File: config.mk
export PLATFORM = sky130hd
export DESIGN_NAME = and4_sweep_ctrl
export DESIGN_NICKNAME = d
export VERILOG_FILES = /design/src/rtl/and4_sweep_ctrl.sv
export SDC_FILE = /design/constraint.sdc
export NUM_CORES = 1
export LEC_CHECK = 0
export CAP_MARGIN = 20
export CORE_MARGIN = 1
export CORE_UTILIZATION = 51
export DETAILED_ROUTE_END_ITERATION = 10
export PLACE_DENSITY = 0.78
export SKIP_CTS_REPAIR_TIMING = 1
export SLEW_MARGIN = 20
export SYNTH_ARGS = -nofsm -noshare
export SYNTH_HDL_FRONTEND = slang
export SYNTH_SLANG_ARGS = --single-unit
File: constraint.sdc
create_clock -name clk -period 2.1 [get_ports clk]
set_clock_uncertainty 0.1 [all_clocks]
set_input_delay 0.63 -clock clk [delete_from_list [all_inputs] [get_ports clk]]
set_output_delay 0.63 -clock clk [all_outputs]
set_load 0.05 [all_outputs]
File: src/rtl/and4_sweep_ctrl.sv
// Exhaustive sweep sequencer for the AND-gate bring-up harness: drives every input
// vector, checks Y against the reduction-AND and reports error count and first failure.
module and4_sweep_ctrl #(
    parameter int unsigned WIDTH  = 4,
    parameter int unsigned SETTLE = 2
) (
    input  logic             clk,
    input  logic             rst_n,
    input  logic             start,
    output logic [WIDTH-1:0] a_out,
    input  logic             y_in,
    output logic             busy,
    output logic             done,
    output logic             pass,
    output logic             done_seen,
    output logic [WIDTH:0]   err_count,
    output logic [WIDTH-1:0] first_fail,
    output logic             fail_valid
);

    localparam int unsigned SW = (SETTLE > 1) ? $clog2(SETTLE) : 1;
    localparam logic [SW-1:0] SETTLE_LAST = SW'(SETTLE - 1);
    localparam logic [WIDTH:0] ERR_MAX = {1'b1, {WIDTH{1'b0}}};

    typedef enum logic [1:0] {StIdle, StDrive, StCheck, StDone} state_e;

    state_e           state_q, state_d;
    logic [WIDTH-1:0] vec_q, vec_d;
    logic [SW-1:0]    settle_q, settle_d;
    logic [WIDTH:0]   err_count_q, err_count_d;
    logic [WIDTH-1:0] first_fail_q, first_fail_d;
    logic             fail_valid_q, fail_valid_d;
    logic             pass_q, pass_d;
    logic             done_seen_q, done_seen_d;
    logic             mismatch;

    always_comb begin
        state_d      = state_q;
        vec_d        = vec_q;
        settle_d     = settle_q;
        err_count_d  = err_count_q;
        first_fail_d = first_fail_q;
        fail_valid_d = fail_valid_q;
        pass_d       = pass_q;
        done_seen_d  = done_seen_q;
        a_out        = '0;
        busy         = 1'b0;
        done         = 1'b0;
        mismatch     = (y_in != (&vec_q));

        unique case (state_q)
            StIdle: begin
                if (start) begin
                    state_d      = StDrive;
                    vec_d        = '0;
                    settle_d     = '0;
                    err_count_d  = '0;
                    first_fail_d = '0;
                    fail_valid_d = 1'b0;
                    done_seen_d  = 1'b0;
                    pass_d       = 1'b0;
                end
            end
            StDrive: begin
                a_out = vec_q;
                busy  = 1'b1;
                if (settle_q == SETTLE_LAST) begin
                    state_d = StCheck;
                end else begin
                    settle_d = settle_q + SW'(1);
                end
            end
            StCheck: begin
                a_out = vec_q;
                busy  = 1'b1;
                if (mismatch) begin
                    // Saturate defensively; a single sweep can reach ERR_MAX but never exceed it
                    if (err_count_q != ERR_MAX) begin
                        err_count_d = err_count_q + (WIDTH+1)'(1);
                    end
                    if (!fail_valid_q) begin
                        first_fail_d = vec_q;
                        fail_valid_d = 1'b1;
                    end
                end
                // Terminal compare precedes the increment so vec never wraps
                if (vec_q == '1) begin
                    state_d = StDone;
                end else begin
                    vec_d    = vec_q + WIDTH'(1);
                    settle_d = '0;
                    state_d  = StDrive;
                end
            end
            StDone: begin
                done        = 1'b1;
                done_seen_d = 1'b1;
                pass_d      = (err_count_q == '0);
                state_d     = StIdle;
            end
            default: begin
                state_d = StIdle;
            end
        endcase
    end

    always_ff @(posedge clk or negedge rst_n) begin
        if (!rst_n) begin
            state_q      <= StIdle;
            vec_q        <= '0;
            settle_q     <= '0;
            err_count_q  <= '0;
            first_fail_q <= '0;
            fail_valid_q <= 1'b0;
            pass_q       <= 1'b0;
            done_seen_q  <= 1'b0;
        end else begin
            state_q      <= state_d;
            vec_q        <= vec_d;
            settle_q     <= settle_d;
            err_count_q  <= err_count_d;
            first_fail_q <= first_fail_d;
            fail_valid_q <= fail_valid_d;
            pass_q       <= pass_d;
            done_seen_q  <= done_seen_d;
        end
    end

    assign err_count  = err_count_q;
    assign first_fail = first_fail_q;
    assign fail_valid = fail_valid_q;
    assign pass       = pass_q;
    assign done_seen  = done_seen_q;

endmodule

**After elaboration in Yosys (flattened, before gate mapping)**

Index checks and enable logic that the tools add are counted.

- Register bits: 19
- Input port bits: 4
- Output and inout bits: 18
- Logic and storage cells: 62

- Add/sub/neg operators: 3
- Eq/ne operators: 12
- Mux-type cells: 25
- Reductions and logical operators: 14

Operators by type and width:

| kind | number |
|---|---|
| $mux W4 | 5 |
| $pmux W4 S2 | 2 |
| $mux W5 | 3 |
| $ne A2 B2 Y1 const B | 6 |
| $reduce_and A4 Y1 | 3 |
| $pmux W5 S2 | 1 |
| $reduce_and A3 Y1 | 3 |
| $pmux W2 S4 | 1 |
| $mux W1 | 6 |
| $mux W2 | 3 |
| $pmux W1 S2 | 3 |
| $add A5 B1 Y5 const B | 1 |
| $logic_not A5 Y1 | 1 |
| $ne A5 B5 Y1 const B | 1 |
| $add A4 B1 Y4 const B | 1 |
| $eq A2 B2 Y1 const B | 2 |
| $eq A4 B4 Y1 const B | 1 |
| $reduce_and A2 Y1 | 2 |
| $reduce_bool A2 Y1 | 2 |
| $pmux W1 S3 | 1 |
| $reduce_bool A3 Y1 | 1 |
| $eq A2 B1 Y1 const B | 1 |
| $logic_not A2 Y1 | 1 |
| $reduce_or A2 Y1 | 1 |
| 2 further kinds | 2 |

**Depth between registers and ports, before layout**

- Depth in word-level cells: 4
- Gate-level depth with buffers: 7
- Depth with buffers taken out: 6

**Least setup slack after synthesis**

OpenSTA, ideal clock, no wires.

- Path type: flip-flop to output port
- Start: register state_q[0]
- End: output port a_out[0]
- Data arrival time: 1.543 ns
- Required time: 1.370 ns
- Path slack: -0.173 ns
- Stages on the path, launching flop included: 4
- Path through: dfrtp_1 -> inv_1 -> ha_1 -> and2_1

- Word-level cells in the longest chain between the ends: 3

RTL lines:

| item | line | source |
|---|---|---|
| from (decl) | 27 | `state_e state_q, state_d;` |
| from (signal assigned) | 109 | `state_q <= StIdle;` |
| from (signal assigned) | 118 | `state_q <= state_d;` |
| $eq A2 B2 Y1 or $eq A2 B1 Y1 (tied branches) | 51 | `unique case (state_q)` |
| $reduce_or A2 Y1 (no source line) * | n/a |  |
| $mux W4 * | 51 |  |
| to (decl) | 10 | `output logic [WIDTH-1:0] a_out,` |

Every way passes the cells marked *; elsewhere a longest branch is shown, timed or not.

**Final worst setup path**

- Start: register state_q[1]
- End: output port a_out[1]

Same word-level chain as after synthesis.

==> results.md <==
* Outcome: finished, final reports clean
* Via Count at 1092
* Layout area overhead at 34.28%
* I/O pin count at 22
* Endpoint type of the worst setup path: primary output
* CTS tree: built
* IO buf count at 21
* DR pass1 iterations at 4
* Final worst path period share at slightly below 100%
* Area contributors post-synth: dfrtp_1, ha_1, o211ai_1, nand2_1, mux2_2
* Wire per inst at roughly 14 um
* Sequential element share of the synthesized area at between 30% and 40%
* Worst-Margin Slew at ~0.44 ns
* Yosys Warn Count at 0
* Net Count, Synth at 138
* Post-Syn Area per Cell at between 9 and 10 um^2
* Setup_tns at 0 ns
* Non-filler instance count after layout at 188
* Post-synth cell types at 33
* Max stage delay on crit path at 0.42 ns
* GR Overflow Total at 0
* DR iter-0 viols at 28
* Post-Syn Instances at ~130
* Area share of the largest cell type after synthesis at 39.83%
* Clk pin slew, worst setup/hold paths at 0.10 ns
* Leakage at 0.7001 nW
* Initial antenna violation count at 0
* Die H at 50.38 um
* Hold Path Stages at 2
* Final net count at 172
* Core Area at 2212 um^2
* Die Width at just over 50 um
* Sinks on the clock net at 19
* Cells after DPL at 180
* Worst-path fanout max at 5
* Kind of critical path: flop to primary output
* Hold WC Path Type: flop to flop
* CTS max path bufs at 2
* FF-to-FF path depth at 5
* Max-cap violations at 0
* Reg2Reg Setup Slack at roughly 0.17 ns
* Fmax at 0.4825 GHz
* Worst EP required at 1.37 ns
* CP Depth at 4
* Initial Utilization at 53.96%
* Vias in the first global route at 1017
* Peak supply drop at roughly 1.3 mV
* Final setup fails at 0
* Worst Path Buf+Inv at 2
* First-pass GRT wire length at 4512 um
* WHS at 0.4263 ns
* CP Cell Sequence: inv_2 > ha_4 > and2_4 > buf_12
* Placed cell area at 1528 um^2
* Final ANT Viol Nets at 0
* Design area at 1603 um^2
* Clock Latency Late Sink at around 0.29 ns
* Crit path arrival time at 1.34 ns
* Pins Over Slew Limit at 0
* Largest net degree at the start of global routing at 20
* Relative slew margins at 70.42%
* Clock buffer count from CTS at 3
* H-tree depth at 1
* Slowest CP cell: dfrtp_1
* Top cell type by total area after synthesis: dfrtp_1
* Number of diodes at 0
* Root Driver: clkbuf_4
* Power Dens Cells at 1439 nW/um^2
* Worst setup SP type: flop
* Final Hold Vio Count at 0
* Synthesized area at 1194 um^2
* GP Congestion at approximately 0.8
* Routed vias/inst at 5.809
* Die ar. at 2538 um^2
* Final Critical Period at 2.072 ns
* Post-DP HPWL at 2015 um
* Wirelength, routed at ~2700 um
* # DRC at 0
* Crit path max-delay family: flip-flops
* Layout cells sized above 1 at 30.63%
* Total Routing Usage GR at 23.50%
* Rows at 17
* Flops & latches, synth at 19
[layer usage]
layer	GRT usage (%)	routed length [um]	vias to the layer above
met5	0	0	-
met4	9.259	13	0
li1	-	-	529
met1	28.16	1111	537
met2	42.00	1487	24
met3	3.333	106	2
[kinds of logic after synthesis]
family                   Yosys count  synth area share, %
multiplexers                       6                5.451
AO/OA/AOI/OAI                     29                16.98
XOR/XNOR                           2                3.040
AND/OR/NAND/NOR                   53                22.85
adder cells (fa/ha/maj)            7                7.337
buffers and inverters             11                4.507
flip-flops                        19                39.83
[cell usage in the layout (no fill, tap or decap), types with 3 or more instances in the layout]
cell type / synthesis / layout
ha_1: 7 / 5
nor2b_1: 5 / 5
nand3b_1: 3 / 3
a22o_1: 3 / 3
and2_4: 0 / 4
o211ai_1: 9 / 9
clkbuf_4: 0 / 3
o21ai_0: 3 / 3
nand4_1: 4 / 4
inv_1: 5 / 3
mux2_2: 4 / 4
o311ai_0: 3 / 3
clkdlybuf4s50_1: 0 / 3
dfrtp_1: 19 / 18
buf_4: 1 / 25
nor2_1: 9 / 9
a21oi_1: 7 / 7
nand3_1: 7 / 7
nand2_1: 15 / 15
buf_12: 0 / 7
[registers in the layout (all words and copies together), names as in the netlist]
name and count:
done_seen 1, err_count 5, fail_valid 1, first_fail 4, pass 1, settle_q 1
state_q 2, vec_q 4
[path summary, 6_finish.rpt]
check                                 from             to
worst min-delay path                  pass           pass
min in group asynchronous            rst_n       settle_q
max in group asynchronous            rst_n     state_q[0]
worst max-delay path            state_q[1]       a_out[1]
worst min register to register        pass           pass
worst max register to register    vec_q[1]  first_fail[0]
[cells in the mapped netlist]
cell type / n
a211oi_1: 1
a21oi_1: 7
a22o_1: 3
a31oi_1: 1
a32oi_1: 1
and2_1: 3
and2_2: 1
and3_1: 1
buf_2: 1
buf_4: 1
buf_6: 1
clkbuf_1: 3
dfrtp_1: 19
ha_1: 7
inv_1: 5
mux2_2: 4
mux2i_1: 2
nand2_1: 15
nand3_1: 7
nand3b_1: 3
nand4_1: 4
nand4b_1: 1
nor2_1: 9
nor2b_1: 5
nor3b_1: 1
o211ai_1: 9
o21ai_0: 3
o311ai_0: 3
o32a_1: 1
or2b_1: 1
or3_1: 2
xnor2_4: 1
xor2_1: 1
[through the flow]
stage	utilization, %	total power, W	setup WS [ns]
floorplan	-	0.001478	0.06197
global placement	69.06	0.001928	0.03070
detailed placement	69.06	0.001990	-0.02980
CTS	70.25	0.002174	-0.1846
global route	72.45	0.002438	-0.001905
finish	72.45	0.002306	0.02753
[power by group]
| group | total, W | switching [W] | internal, W |
|---|---|---|---|
| combinational | 0.00156 | 0.000895 | 0.000667 |
| clock | 0.000184 | 0.000111 | 0.0000739 |
| sequential | 0.000560 | 0.0000900 | 0.000470 |
| total | 0.00231 | 0.00110 | 0.00121 |
[tightest hold or removal path, cell delays in order, from the launching register on]
cell     delay (ns)
dfrtp_1        0.38
a32oi_1        0.06
o21ai_0        0.06
[final cells by class]
class                      count  area (um^2)
clock buffer                   4        26.28
fill                         174        609.3
inverter                       5        18.77
multi-input combinational     97        688.2
sequential                    19        476.7
tap                           28        35.03
timing repair buffer          35        357.8
No activity file was read; power rests on OpenSTA's default activity.
